`config.mk`:
```
export PLATFORM = sky130hd
export DESIGN_NAME = adder_byte_sequencer_flat
export DESIGN_NICKNAME = d
export VERILOG_FILES = /design/src/rtl/adder_byte_sequencer_if.sv /design/src/rtl/adder_byte_sequencer.sv /design/src/flat_wrapper.sv
export SDC_FILE = /design/constraint.sdc
export NUM_CORES = 1
export LEC_CHECK = 0
export ABC_AREA = 1
export BUFFER_PORTS_ARGS = -buffer_cell sky130_fd_sc_hd__buf_2
export CAP_MARGIN = 20
export CORE_ASPECT_RATIO = 0.8
export CORE_MARGIN = 2
export CORE_UTILIZATION = 40
export DETAILED_ROUTE_END_ITERATION = 12
export SYNTH_ARGS = -nofsm -noshare
export SYNTH_HDL_FRONTEND = slang
export SYNTH_SLANG_ARGS = --single-unit
```
`constraint.sdc`:
```
create_clock -name clk -period 2.3 [get_ports clk]
set_input_delay 0.46 -clock clk [delete_from_list [all_inputs] [get_ports clk]]
set_output_delay 0.46 -clock clk [all_outputs]
set_load 0.05 [all_outputs]
```
`src/rtl/adder_byte_sequencer_if.sv`:
```
// Handshake bundle for adder_byte_sequencer: operand request side and result side.
// The overflow signal exists only when ADD_SEQ_OVERFLOW_EN is defined.
interface adder_byte_sequencer_if #(parameter int NBYTES = 4);
   localparam int W = 8 * NBYTES;

   logic         start_valid;
   logic         start_ready;
   logic [W-1:0] op_a;
   logic [W-1:0] op_b;
   logic         cin;
   logic         res_valid;
   logic         res_ready;
   logic [W-1:0] result;
   logic         cout;
   logic         busy;
`ifdef ADD_SEQ_OVERFLOW_EN
   logic         overflow;

   modport master (output start_valid, op_a, op_b, cin, res_ready,
                   input  start_ready, res_valid, result, cout, busy, overflow);
   modport slave  (input  start_valid, op_a, op_b, cin, res_ready,
                   output start_ready, res_valid, result, cout, busy, overflow);
`else
   modport master (output start_valid, op_a, op_b, cin, res_ready,
                   input  start_ready, res_valid, result, cout, busy);
   modport slave  (input  start_valid, op_a, op_b, cin, res_ready,
                   output start_ready, res_valid, result, cout, busy);
`endif
endinterface

```
`src/rtl/adder_byte_sequencer.sv`:
```
// Multi-precision adder: one shared 8-bit adder, one byte per clock, LSB first.
// Optional signed-overflow output enabled by defining ADD_SEQ_OVERFLOW_EN.
module simple_8bit_adder (
   input  logic [7:0] a,
   input  logic [7:0] b,
   input  logic       cin,
   output logic [7:0] sum,
   output logic       cout
);
   assign {cout, sum} = {1'b0, a} + {1'b0, b} + {8'd0, cin};
endmodule

module adder_byte_sequencer #(
   parameter int NBYTES = 4
) (
   input  logic                   clk,
   input  logic                   rst_n,
   adder_byte_sequencer_if.slave  bus
);
   localparam int W  = 8 * NBYTES;
   localparam int IW = $clog2(NBYTES);

   typedef enum logic [1:0] {IDLE, RUN, DONE} state_e;

   state_e          state_q, state_d;
   logic [IW-1:0]   idx_q, idx_d;
   logic            carry_q, carry_d;
   logic [W-1:0]    a_q, a_d;
   logic [W-1:0]    b_q, b_d;
   logic [W-1:0]    result_q, result_d;
   logic            cout_q, cout_d;
   logic            ovf_q, ovf_d;

   logic [7:0]      add_a, add_b, add_sum;
   logic            add_co;

   assign add_a = a_q[8*idx_q +: 8];
   assign add_b = b_q[8*idx_q +: 8];

   simple_8bit_adder u_add (
      .a    (add_a),
      .b    (add_b),
      .cin  (carry_q),
      .sum  (add_sum),
      .cout (add_co)
   );

   always_comb begin
      state_d  = state_q;
      idx_d    = idx_q;
      carry_d  = carry_q;
      a_d      = a_q;
      b_d      = b_q;
      result_d = result_q;
      cout_d   = cout_q;
      ovf_d    = ovf_q;
      unique case (state_q)
         IDLE: begin
            if (bus.start_valid) begin
               a_d      = bus.op_a;
               b_d      = bus.op_b;
               carry_d  = bus.cin;
               idx_d    = '0;
               result_d = '0;
               state_d  = RUN;
            end
         end
         RUN: begin
            result_d[8*idx_q +: 8] = add_sum;
            carry_d = add_co;
            idx_d   = idx_q + IW'(1);
            // Top byte: final carry and signed overflow are latched together.
            if (idx_q == IW'(NBYTES - 1)) begin
               cout_d  = add_co;
               ovf_d   = (a_q[W-1] == b_q[W-1]) && (add_sum[7] != a_q[W-1]);
               idx_d   = '0;
               state_d = DONE;
            end
         end
         DONE: begin
            if (bus.res_ready) state_d = IDLE;
         end
         default: state_d = IDLE;
      endcase
   end

   always_ff @(posedge clk or negedge rst_n) begin
      if (!rst_n) begin
         state_q  <= IDLE;
         idx_q    <= '0;
         carry_q  <= 1'b0;
         a_q      <= '0;
         b_q      <= '0;
         result_q <= '0;
         cout_q   <= 1'b0;
         ovf_q    <= 1'b0;
      end else begin
         state_q  <= state_d;
         idx_q    <= idx_d;
         carry_q  <= carry_d;
         a_q      <= a_d;
         b_q      <= b_d;
         result_q <= result_d;
         cout_q   <= cout_d;
         ovf_q    <= ovf_d;
      end
   end

   assign bus.start_ready = (state_q == IDLE);
   assign bus.res_valid   = (state_q == DONE);
   assign bus.busy        = (state_q != IDLE);
   assign bus.result      = result_q;
   assign bus.cout        = cout_q;
`ifdef ADD_SEQ_OVERFLOW_EN
   assign bus.overflow    = ovf_q;
`else
   logic unused_ovf;
   assign unused_ovf = ovf_q;
`endif
endmodule
```
`src/flat_wrapper.sv`:
```
// flat-port wrapper written by rule: the top's interface ports become plain ports
module adder_byte_sequencer_flat 
#(
   parameter int NBYTES = 4
)
  (clk, rst_n, bus_start_valid, bus_op_a, bus_op_b, bus_cin, bus_res_ready, bus_start_ready, bus_res_valid, bus_result, bus_cout, bus_busy);
  adder_byte_sequencer_if #(.NBYTES(NBYTES)) bus_i ();
  input  logic clk;
  input  logic rst_n;
  input wire logic [$bits(bus_i.start_valid)-1:0] bus_start_valid;
  input wire logic [$bits(bus_i.op_a)-1:0] bus_op_a;
  input wire logic [$bits(bus_i.op_b)-1:0] bus_op_b;
  input wire logic [$bits(bus_i.cin)-1:0] bus_cin;
  input wire logic [$bits(bus_i.res_ready)-1:0] bus_res_ready;
  output wire logic [$bits(bus_i.start_ready)-1:0] bus_start_ready;
  output wire logic [$bits(bus_i.res_valid)-1:0] bus_res_valid;
  output wire logic [$bits(bus_i.result)-1:0] bus_result;
  output wire logic [$bits(bus_i.cout)-1:0] bus_cout;
  output wire logic [$bits(bus_i.busy)-1:0] bus_busy;
  assign bus_i.start_valid = bus_start_valid;
  assign bus_i.op_a = bus_op_a;
  assign bus_i.op_b = bus_op_b;
  assign bus_i.cin = bus_cin;
  assign bus_i.res_ready = bus_res_ready;
  assign bus_start_ready = bus_i.start_ready;
  assign bus_res_valid = bus_i.res_valid;
  assign bus_result = bus_i.result;
  assign bus_cout = bus_i.cout;
  assign bus_busy = bus_i.busy;
  adder_byte_sequencer #(.NBYTES(NBYTES)) u_core (.clk(clk), .rst_n(rst_n), .bus(bus_i));
endmodule
```
==> out/metrics.yaml <==
pwr:
  peakVddDrop_uv: 824
  power_leakage_nw: 3.43
  power_density_mw_per_mm2: 1880
min_path:
  hold_start: "bus_res_ready"
  min_to: "u_core.state_q[1]$_DFFE_PN0P_"
  hp-class: "in -> reg"
  hold_depth: 2
timing:
  min_period_over_period_pct: 99.5
  fin_crit_ns: 2.29
  finalWorstSetupSlack_ns: 0.0125
  rsz0062_at_grt: "yes"
  slew_viol_final: 0
  setup_viol: 0
  slew_headroom_pct: 64.5
  clock_skew_ns: 0.00665
  finalHoldViolations: 0
  fmax_mhz: 437
  worstMarginPinSlew_ns: 0.532
clock_network:
  cts-root-buf: "clkbuf_16"
  clock_latency_ns: 0.35
  tritoncts: "done"
  cts_sinks: 102
  cts-buffers-inserted: 9
  path_clk_slew_ns: 0.07
  htreeDepth: 3
  clockBufferDepth: 2
layout:
  final_layout_size_suffix_gt1_share_pct: 26.8
  nets: 797
  syn_to_final_growth_pct: 25.6
  instances_no_fill: 871
  num-fill-cells: 1206
  utilization_pct: 51.0
  fin_area_mm2: 0.00616
  n_antenna_cell: 0
critical_path:
  reg2reg_from: "u_core.idx_q[0]$_DFFE_PN0P_"
  slowest_delay_ns: 0.42
  rrSetupSlack_ns: 0.01
  critPathCaptureType: "flop"
  criticalPathCategory: "reg -> reg"
  worstPathMaxFanout: 13
  crit_start: "u_core.idx_q[0]$_DFFE_PN0P_"
  cp_slowest_cell: "dfrtp_1"
  path_common_cell: "nand2_1"
  cp.required_ns: 2.53
  critPathLaunchType: "flop"
  arrival_ns: 2.52
  r2r_end: "u_core.bus.result[21]$_DFFE_PN0P_"
  reg2regPathDepth: 13
  cp_cell_sequence: "inv_2 -> buf_4 -> nor2_1 -> o22ai_1 -> ha_1 -> nand2_1 -> nand3_1 -> nand2_1 -> nand2_1 -> nand2_1 -> nand2_1 -> nand3_1 -> nand2_1"
synthesis:
  yosysWarningCount: 0
  ys_types: 29
  syn-num-nets: 679
  ys.flop_type: "dfrtp_1"
  synth_edf_count: 0
  synthTopCellsByArea: "dfrtp_1, nand2_1, o21ai_0"
  seq_area_frac_synth_pct: 52.1
  syn_area_mm2: 0.00490
  async_flop_share_pct: 100
  synth_top_area_share_pct: 52.1
  ys_ff_latch: 102
  synth_top_area_cell: "dfrtp_1"
  syn_avg_cell_area_um2: 8.21
  synth_cells: 597
global_routing:
  antenna_found_initial: 0
  grt_pass1_vias: 4272
  overflow: 0
  met3_usage_pct: 4.10
  met1_usage_pct: 28.1
  track_usage_pct: 20.3
  top_usage_layer: "met2"
  grt_max_degree: 102
  grt_pass1_wl_um: 20900
  grt_util_met2_pct: 32.1
placed_design:
  hpwl_um: 9300
  port_buffers: 104
  routabilityCongestion: 0.828
  place_area_mm2: 0.00568
  dpl.cell_count: 851
  post-place-ws_ns: -0.0301
route:
  vias: 4296
  routed_wl_um: 12900
  drt_iter0_markers: 262
  dr.pass1.iters: 5
  routed_via_density: 4.93
  wire_per_inst_um: 14.8
  ant_nets: 0
  drc_errors: 0
die:
  core_mm2: 0.0121
  die_w_um: 128
  die_h_um: 103
  ioPinCount: 105
  rows: 36
  start_util_pct: 40.6
  fp.dieArea_mm2: 0.0132
run_status:
  status: "complete, no violations"
flow_run:
  maxCapViolCount: 0
-- kinds of logic after synthesis --
| logic type | Yosys count | share of synthesized area, % |
|---|---|---|
| buffers and inverters | 54 | 5.66 |
| XOR/XNOR | 3 | 0.536 |
| adder cells (fa/ha/maj) | 13 | 3.62 |
| AO/OA/AOI/OAI | 70 | 7.96 |
| AND/OR/NAND/NOR | 355 | 30.2 |
| flip-flops | 102 | 52.1 |
-- synthesized netlist by cell type (3+ instances only) --
cell type and n:
nand2_4 3, o21ai_0 38, buf_6 6, dfrtp_1 102, ha_1 11, o31ai_1 3
inv_1 22, a21oi_1 3, inv_2 6, o21ai_1 6, buf_4 6, o22ai_1 17
buf_2 6, nor2_1 38, nand3_1 23, nand2_1 277, clkbuf_1 8, nand4_1 6
-- placed cells by master (no fill, tap or decap), types with 4 or more instances in the layout --
cell,instances
o22ai_2,5
inv_2,7
buf_4,22
nand4_1,6
nand3_1,20
nand2_2,5
o22ai_1,12
nand2_1,272
dfrtp_1,102
o21ai_1,12
o21ai_0,27
nor2_1,35
inv_1,21
buf_12,4
ha_1,11
clkbuf_16,9
o21ai_2,6
buf_2,103
-- worst max-delay path: cells and delay by family (launching register included) --
kind | cells | cell delay [ns]
simple gates | 9 | 0.84
compound gates | 1 | 0.23
buf+inv | 2 | 0.37
fa+ha+maj | 1 | 0.30
flops | 1 | 0.42
-- cell type report --
cell class	instances	area [µm²]	area share [%]
inverters	28	105	1.71
clock inverters	3	42.5	0.691
multi-input cells	441	2200	35.7
repair buffers	133	805	13.1
well taps	152	190	3.09
flip-flops and latches	102	2550	41.4
clock buffers	12	267	4.33
-- repair_timing --
item / CTS / global route
endpoints found under the setup margin: 8 / 26
buffers inserted: 3 / 1
endpoints found under the hold margin: 1 / 0
gates resized for setup: 17 / 24
hold buffers: 1 / 0
pin swaps: 10 / 11
-- routing by layer --
metal  up-vias  wire, µm
met1      2039      6270
met4         0       215
met2       113      5760
met5         -         0
met3        14       681
li1       2130         -
-- per-stage QoR --
| stage | power, mW | hold WS [ns] | TNS [ns] |
|---|---|---|---|
| 5_1_grt | 12.5 | 0.290 | -1.68 |
| 4_1_cts | 11.3 | 0.287 | 0 |
| 6_report | 11.6 | 0.293 | 0 |
| 3_3_place_gp | 9.25 | 0.254 | 0 |
| 2_1_floorplan | 7.35 | 0.164 | 0 |
| 3_5_place_dp | 9.38 | 0.255 | -0.0863 |
-- worst max-delay path by stage --
stage | to | slack, ns | cells past startpoint
floorplan | u_core.bus.result[14]$_DFFE_PN0P_ | 0.01 | 15
detailed placement | u_core.bus.result[12]$_DFFE_PN0P_ | -0.03 | 11
CTS | u_core.bus.result[10]$_DFFE_PN0P_ | 0.001 | 10
finish | u_core.bus.result[21]$_DFFE_PN0P_ | 0.01 | 13
global route | u_core.bus.result[11]$_DFFE_PN0P_ | -0.12 | 12
global placement | u_core.bus.result[22]$_DFFE_PN0P_ | 0.02 | 13
-- state kept, by name (all words and copies together) (netlist names) --
register,count
u_core.b_q,32
u_core.bus.result,32
u_core.a_q,32
u_core.idx_q,2
u_core.bus.cout,1
u_core.carry_q,1
u_core.state_q,2
-- power breakdown --
group	internal (mW)	total, mW	switching, mW
Sequential	2.57	3.12	0.553
Clock	0.925	1.58	0.655
Combinational	2.54	6.91	4.37
No activity file was read; power rests on OpenSTA's default activity.
